==> src/rtl/writeback_stage.sv <==
// writeback_stage: MIPS writeback stage, FIFO-buffered register-file write port with retired-instruction counter
// Optional WB_BYPASS_EN adds a combinational forwarding lookup for Decode.
module writeback_stage #(
    parameter int FIFO_DEPTH = 2,
    parameter int CNT_W      = 32
) (
    input  logic             clk,
    input  logic             rst,
    input  logic             in_valid,
    output logic             in_ready,
    input  logic             in_reg_write,
    input  logic             in_mem_to_reg,
    input  logic             in_reg_dst,
    input  logic [4:0]       in_rt,
    input  logic [4:0]       in_rd,
    input  logic [31:0]      in_alu_result,
    input  logic [31:0]      in_mem_data,
    input  logic [2:0]       in_load_type,
    input  logic             wb_stall,
    output logic             RegWrite,
    output logic [4:0]       write_reg,
    output logic [31:0]      write_data,
    output logic [CNT_W-1:0] retired_count
`ifdef WB_BYPASS_EN
    ,
    input  logic [4:0]       bypass_reg,
    output logic             bypass_hit,
    output logic [31:0]      bypass_data
`endif
);
    localparam int AW = $clog2(FIFO_DEPTH);
    localparam int CW = AW + 1;

    logic [37:0]   mem [FIFO_DEPTH];
    logic [AW-1:0] head, tail;
    logic [CW-1:0] count;
    logic          push, pop, we_v;
    logic [4:0]    dest;
    logic [7:0]    byte_v;
    logic [15:0]   half_v;
    logic [31:0]   load_v, data_v;

    assign in_ready = count != CW'(FIFO_DEPTH);
    assign push     = in_valid && in_ready;
    assign pop      = count != '0 && !wb_stall;

    // Destination, load extension and write enable are resolved before the entry is stored
    always_comb begin
        dest   = in_reg_dst ? in_rd : in_rt;
        byte_v = 8'(in_mem_data >> {~in_alu_result[1:0], 3'b000});
        half_v = in_alu_result[1] ? in_mem_data[15:0] : in_mem_data[31:16];
        load_v = in_load_type == 3'd1 ? {{24{byte_v[7]}}, byte_v} :
                 in_load_type == 3'd2 ? {24'b0, byte_v} :
                 in_load_type == 3'd3 ? {{16{half_v[15]}}, half_v} :
                 in_load_type == 3'd4 ? {16'b0, half_v} : in_mem_data;
        data_v = in_mem_to_reg ? load_v : in_alu_result;
        we_v   = in_reg_write && dest != 5'd0;
    end

    // Entry storage needs no reset: occupancy is tracked by count alone
    always_ff @(posedge clk) begin
        if (push) mem[tail] <= {we_v, dest, data_v};
    end

    // Queue pointers, occupancy and the registered write port
    always_ff @(posedge clk or posedge rst) begin
        if (rst) begin
            head          <= '0;
            tail          <= '0;
            count         <= '0;
            RegWrite      <= 1'b0;
            write_reg     <= '0;
            write_data    <= '0;
            retired_count <= '0;
        end else begin
            if (pop) begin
                {RegWrite, write_reg, write_data} <= mem[head];
                head          <= head + AW'(1);
                retired_count <= retired_count + CNT_W'(1);
            end else begin
                RegWrite <= 1'b0;
            end
            if (push) tail <= tail + AW'(1);
            count <= count + CW'(push) - CW'(pop);
        end
    end

`ifdef WB_BYPASS_EN
    // Oldest-to-youngest scan so the youngest matching write wins; output regs are oldest of all
    always_comb begin
        bypass_hit  = RegWrite && write_reg == bypass_reg;
        bypass_data = write_data;
        for (int i = 0; i < FIFO_DEPTH; i++) begin
            if (CW'(i) < count && mem[head + AW'(i)][37] && mem[head + AW'(i)][36:32] == bypass_reg) begin
                bypass_hit  = 1'b1;
                bypass_data = mem[head + AW'(i)][31:0];
            end
        end
        if (bypass_reg == 5'd0) bypass_hit = 1'b0;
    end
`endif
endmodule

==> config.mk <==
export PLATFORM = sky130hd
export DESIGN_NAME = writeback_stage
export DESIGN_NICKNAME = d
export VERILOG_FILES = /design/src/rtl/writeback_stage.sv
export SDC_FILE = /design/constraint.sdc
export NUM_CORES = 1
export LEC_CHECK = 0
export CAP_MARGIN = 10
export CORE_MARGIN = 5
export CORE_UTILIZATION = 50
export DETAILED_ROUTE_END_ITERATION = 10
export GPL_ROUTABILITY_DRIVEN = 0
export PLACE_DENSITY = 0.8
export SETUP_SLACK_MARGIN = 0.3
export SLEW_MARGIN = 0
export SYNTH_ARGS = -nofsm -noshare
export SYNTH_HDL_FRONTEND = slang
export SYNTH_SLANG_ARGS = --single-unit
export TNS_END_PERCENT = 100
==> constraint.sdc <==
create_clock -name clk -period 5.04 [get_ports clk]
set_input_delay 1.008 -clock clk [delete_from_list [all_inputs] [get_ports clk]]
set_output_delay 1.008 -clock clk [all_outputs]
set_load 0.05 [all_outputs]
==> metrics.csv <==
stage,metric,value,unit
routing,drt drc,0,
floorplanning,core footprint,0.01324,mm2
floorplanning,FP Rows,42,
clocking,Root Buffer,clkbuf_16,
logic_synthesis,synthesized area per cell,12.43,um2
pwr,Pleak,3.571,nW
finish,proportion of layout cells with a drive suffix above 1,9.388,%
routing,drt initial violations,342,
logic_synthesis,Syn Inst Count,543,
logic_synthesis,most frequent cells after synthesis,"edfxtp_1, dfrtp_1, nand2_1",
sta,Slew HR,20.51,%
clocking,Max clock buf depth,2,
status,status,"finished, final reports clean",
clocking,Worst-Skew Late Latency,0.41,ns
critical_path,Worst Path Arrival,3.60,ns
routing,Antenna Nets Post-Route,0,
finish,max reg flops,76,
clocking,cts hold-fix bufs,0,
grt,antenna violations before repair,0,
logic_synthesis,asr flop ratio synth,49.33,%
grt,vias in the first global route,4978,
sta,crit path time final,3.445,ns
routing,vias,4780,
critical_path,CP Buf/Inv Count,1,
pwr,Power Density,539.0,mW/mm2
logic_synthesis,"Top FF cell, synth",edfxtp_1,
clocking,post-cts resize count,0,
logic_synthesis,number of library cell types mapped by synthesis,40,
logic_synthesis,"area leader, netlist",edfxtp_1,
sta,Max Clock Skew,0.006445,ns
critical_path,crit path launch type,primary input,
critical_path,critical-path cell list,clkdlybuf4s50_1 > mux2_1 > mux2i_1 > o31a_1 > o21ai_0 > o21a_1,
grt,GRT Overall Usage,20.13,%
critical_path,"Largest delay share family, worst path",compound AO/OA/AOI/OAI gates,
finish,Top reg by flops,mem,
finish,registers with the most flip-flops,"mem x76, retired_count x32, write_data x32",
grt,grt total ovfl,0,
sta,setup TNS,0,ns
floorplanning,Die X,126.2,um
sta,worst slew pin tran,1.190,ns
finish,Final Non-Filler Cells,879,
routing,DR vias/cell,5.438,
sta,fin. max-slew vios,0,
pwr,worst vdd ir,0.2462,mV
floorplanning,IO Count,155,
logic_synthesis,#FFs+latches synth,150,
logic_synthesis,"Seq/Total Area, Yosys",61.25,%
floorplanning,Die ar.,0.01592,mm2
grt,first-pass GRT wire length,25330,um
finish,Nets,777,
place,Detailed Place HPWL,11360,um
sta,final hold vios,0,
finish,fin util,68.02,%
logic_synthesis,share of the synthesized area in the top cell type,33.82,%
clocking,clk sink count,150,
grt,pin count of the biggest net entering global routing,80,
finish,antenna cells,0,
finish,Syn-to-layout area delta,33.46,%
routing,final WL,15670,um
sta,Final Setup Violations,0,
logic_synthesis,ranking of synthesized cells by area,"edfxtp_1, dfrtp_1, mux2i_1",
logic_synthesis,Post-synth EDFFs,76,
clocking,CTS tree,built,
clocking,# H-tree levels,4,
critical_path,Crit Path Max Fanout,24,
place,PortBufs,154,
critical_path,max incr delay on CP,0.85,ns
clocking,Setup Buffers After CTS,0,
place,Cells after DPL,847,
critical_path,Worst Path Required,5.19,ns
logic_synthesis,synthesized cell area,0.006749,mm2
floorplanning,initial core utilization,50.96,%
routing,drt first pass iters,5,
critical_path,crit end category,register,
sta,RSZ-0062 raised after global routing,no,
run,Max-Cap Viols,0,
clocking,Num CTS Buffers,17,
sta,hold slack,0.4650,ns
clocking,clock slew at reported path FFs,0.06,ns
routing,WL/cell,17.83,um
logic_synthesis,most frequent cell after synthesis,edfxtp_1,
worst_hold_path,Worst Hold Class,register to register,
sta,period utilisation layout,68.35,%
floorplanning,Die Height,126.2,um
critical_path,kind of critical path,primary input to register,
critical_path,Worst path slowest cell,clkdlybuf4s50_1,
logic_synthesis,Ys Warns,0,
logic_synthesis,Syn Nets,630,
sta,Fmax,0.2903,GHz
worst register-to-register path: cells and delay by family, from the launching register on:
kind	cells	cell delay, ns
compound gates	1	0.21
flops	1	0.43
buf+inv	3	0.86
fa+ha+maj	2	0.51
xor+xnor	2	0.31
final timing paths:
kind	startpoint	endpoint	slack, ns	cells after the start
min reg2reg	retired_count[31]$_DFFE_PP0P_	retired_count[31]$_DFFE_PP0P_	0.47	1
min in group asynchronous	rst	retired_count[20]$_DFFE_PP0P_	0.98	2
min	retired_count[31]$_DFFE_PP0P_	retired_count[31]$_DFFE_PP0P_	0.47	1
max reg2reg	count[1]$_DFF_PP0_	count[1]$_DFF_PP0_	2.64	8
max in group asynchronous	rst	head$_DFFE_PP0P_	3.09	3
max	in_alu_result[1]	mem[1][30]$_DFFE_PP_	1.60	6
where the power goes:
| part | total, mW | internal (mW) | leakage, nW | switching, mW |
|---|---|---|---|---|
| clock | 1.25 | 0.775 | 0.280 | 0.477 |
| combinational | 1.70 | 0.617 | 1.65 | 1.08 |
| sequential | 1.91 | 1.66 | 1.64 | 0.244 |
| total | 4.86 | 3.06 | 3.57 | 1.80 |
routing by layer:
metal	track usage (%)	wire, um	vias up
met5	0	0	-
met4	7.950	395	0
met3	5.885	1287	30
met2	32.52	7682	220
met1	25.69	6307	2277
li1	-	-	2253
layout by cell type, fill, tap and decap left out, types with 7 or more instances in the layout:
cell	instances
mux4_2	7
xnor2_1	21
clkdlybuf4s50_1	154
o21a_1	16
xor2_1	14
mux2i_1	48
dfrtp_1	73
a21oi_1	32
edfxtp_1	76
nand3_1	11
nor2_1	29
and3_1	7
mux2_2	19
clkbuf_16	17
nand4_1	7
o21ai_0	53
nand2_1	58
per-stage QoR:
step	setup WS [ns]	power (mW)	cell area, um2
6_report	1.595	4.855	9007
5_1_grt	1.465	5.090	9007
4_1_cts	1.647	4.910	9007
3_5_place_dp	1.204	3.650	8417
3_3_place_gp	1.308	3.602	8417
2_1_floorplan	1.877	3.012	6749
kinds of logic after synthesis:
| logic type | count (synthesis) | share of synthesized area [%] |
|---|---|---|
| compound gates | 110 | 9.251 |
| xor+xnor | 35 | 4.542 |
| fa+ha+maj | 3 | 0.5562 |
| buf+inv | 35 | 2.391 |
| flops | 150 | 61.25 |
| mux | 77 | 13.13 |
| simple gates | 133 | 8.880 |
cell type report:
cell class                 instances  area, um2
fill                             984       4235
sequential                       150       4135
multi-input combinational        358       2474
timing repair buffer             157       1564
clock buffer                      19      432.9
tap                              176      220.2
clock inverter                    13      157.7
inverter                           6      23.77
Note: power is estimated with default switching activity, not from simulation.
==> RTL change: new RTL, same settings <==
Build with the macro `WB_BYPASS_EN` defined.
--- a/src/rtl/writeback_stage.sv
+++ b/src/rtl/writeback_stage.sv
@@ -2,2 +2,4 @@
 // Optional WB_BYPASS_EN adds a combinational forwarding lookup for Decode.
+`define WB_BYPASS_EN
+
 module writeback_stage #(
Ports: changed (added bypass_data, bypass_hit and bypass_reg); port bits go from 155 to 193. The function was not compared with the original's and may differ.
==> RTL change against the unedited design <==
Maximum frequency fell by 25%; sequential cell count did not move; clock skew fell by 0.99 ps; setup slack got worse by 1200 ps; total power rose by 46%; combinational power rose by 130%; die area rose by 26%; final area rose by 30%; area after synthesis rose by 28%; routed wire length rose by 51%; critical path depth rose by 3; critical endpoint is now bypass_data[1].
==> RTL change: results (changes against the unedited design) <==
----------------------------------------------------
[Worst setup path]
  Largest driver fanout on the critical path ... 18 (was 24)
  Flop2flop setup slack ... 2560 ps (was 2640 ps)
  Biggest cell delay along the critical path ... 570 ps (was 850 ps)

[Pwr]
  Maximum VDD drop ... 0.503 mV (was 0.246 mV)
  Fraction of power consumed by the clock network ... 16.6% (was 25.8%)
  LEAKAGE ... 4.51 nW (was 3.57 nW)
  Reported net switching power ... 3.29 mW (was 1.80 mW)
  Logic gate share of total power ... 55.0% (was 34.9%)
  Power density over cell area ... 605 nW/um2 (was 539 nW/um2)

[Synth]
  Post-synthesis instance area ... 8670 um2 (was 6750 um2)
  Register area share after synthesis ... 47.7% (was 61.3%)
  Fraction of synthesized area in multiplexers ... 10.3% (was 13.1%)
  Adder-cell area share of the yosys netlist ... 0.433% (was 0.556%)
  Top post-synthesis cells by area ... sky130_fd_sc_hd__edfxtp_1, sky130_fd_sc_hd__dfrtp_1, sky130_fd_sc_hd__mux2i_1, sky130_fd_sc_hd__nor2_1, sky130_fd_sc_hd__a211oi_2 (was sky130_fd_sc_hd__edfxtp_1, sky130_fd_sc_hd__dfrtp_1, sky130_fd_sc_hd__mux2i_1, sky130_fd_sc_hd__o21ai_0, sky130_fd_sc_hd__nand2_1)
  Unique masters post-synth ... 49 (was 40)
  Per-instance average area after synthesis ... 10.4 um2 (was 12.4 um2)
  Post-synth net total ... 924 (was 630)

[Detailed routing]
  Via count ... 7167 (was 4780)
  Vias per cell ... 5.75 (was 5.44)
  Initial drt markers ... 544 (was 342)

[STA]
  Clock tree skew after final layout ... 5.46 ps (was 6.44 ps)
  Least-Margin Pin Slew ... 1040 ps (was 1190 ps)

[Placement]
  Post-Place Cell Area ... 11100 um2 (was 8420 um2)
  Detailed-placement wirelength estimate ... 17000 um (was 11400 um)

[GRT]
  Tot GR Track Use ... 24.0% (was 20.1%)
  Maximum number of pins on one net before global-route repair ... 83 (was 80)

[Run status]
  Status ... finished, final reports clean (unchanged)

[Layout]
  Ratio of cells with drive above 1 in the final layout ... 17.4% (was 9.39%)

----------------------------------------------------
RTL change: layer usage:
layer  track usage, %  share of wire (%)
met5                0                  0
met4             8.13                2.3
met3             6.44                8.5
met2             38.7                 47
met1             31.5                 42
RTL change: how the worst max path moves through the flow:
stage	startpoint	endpoint	slack, ps	depth (start not counted)
2_1_floorplan	bypass_reg[3]	bypass_data[30]	810	5
3_3_place_gp	bypass_reg[0]	bypass_data[0]	330	7
3_5_place_dp	bypass_reg[0]	bypass_data[1]	300	7
4_1_cts	bypass_reg[0]	bypass_data[1]	340	7
5_1_grt	bypass_reg[3]	bypass_data[3]	300	9
6_report	bypass_reg[3]	bypass_data[1]	420	9
RTL change: cell type report:
class | instances | area (um2) | area share, %
clock buffers | 17 | 425 | 3.64
clock inverters | 15 | 123 | 1.05
inverters | 10 | 38.8 | 0.332
multi-input cells | 614 | 4240 | 36.3
flip-flops and latches | 150 | 4140 | 35.4
well taps | 225 | 282 | 2.41
repair buffers | 216 | 2440 | 20.9
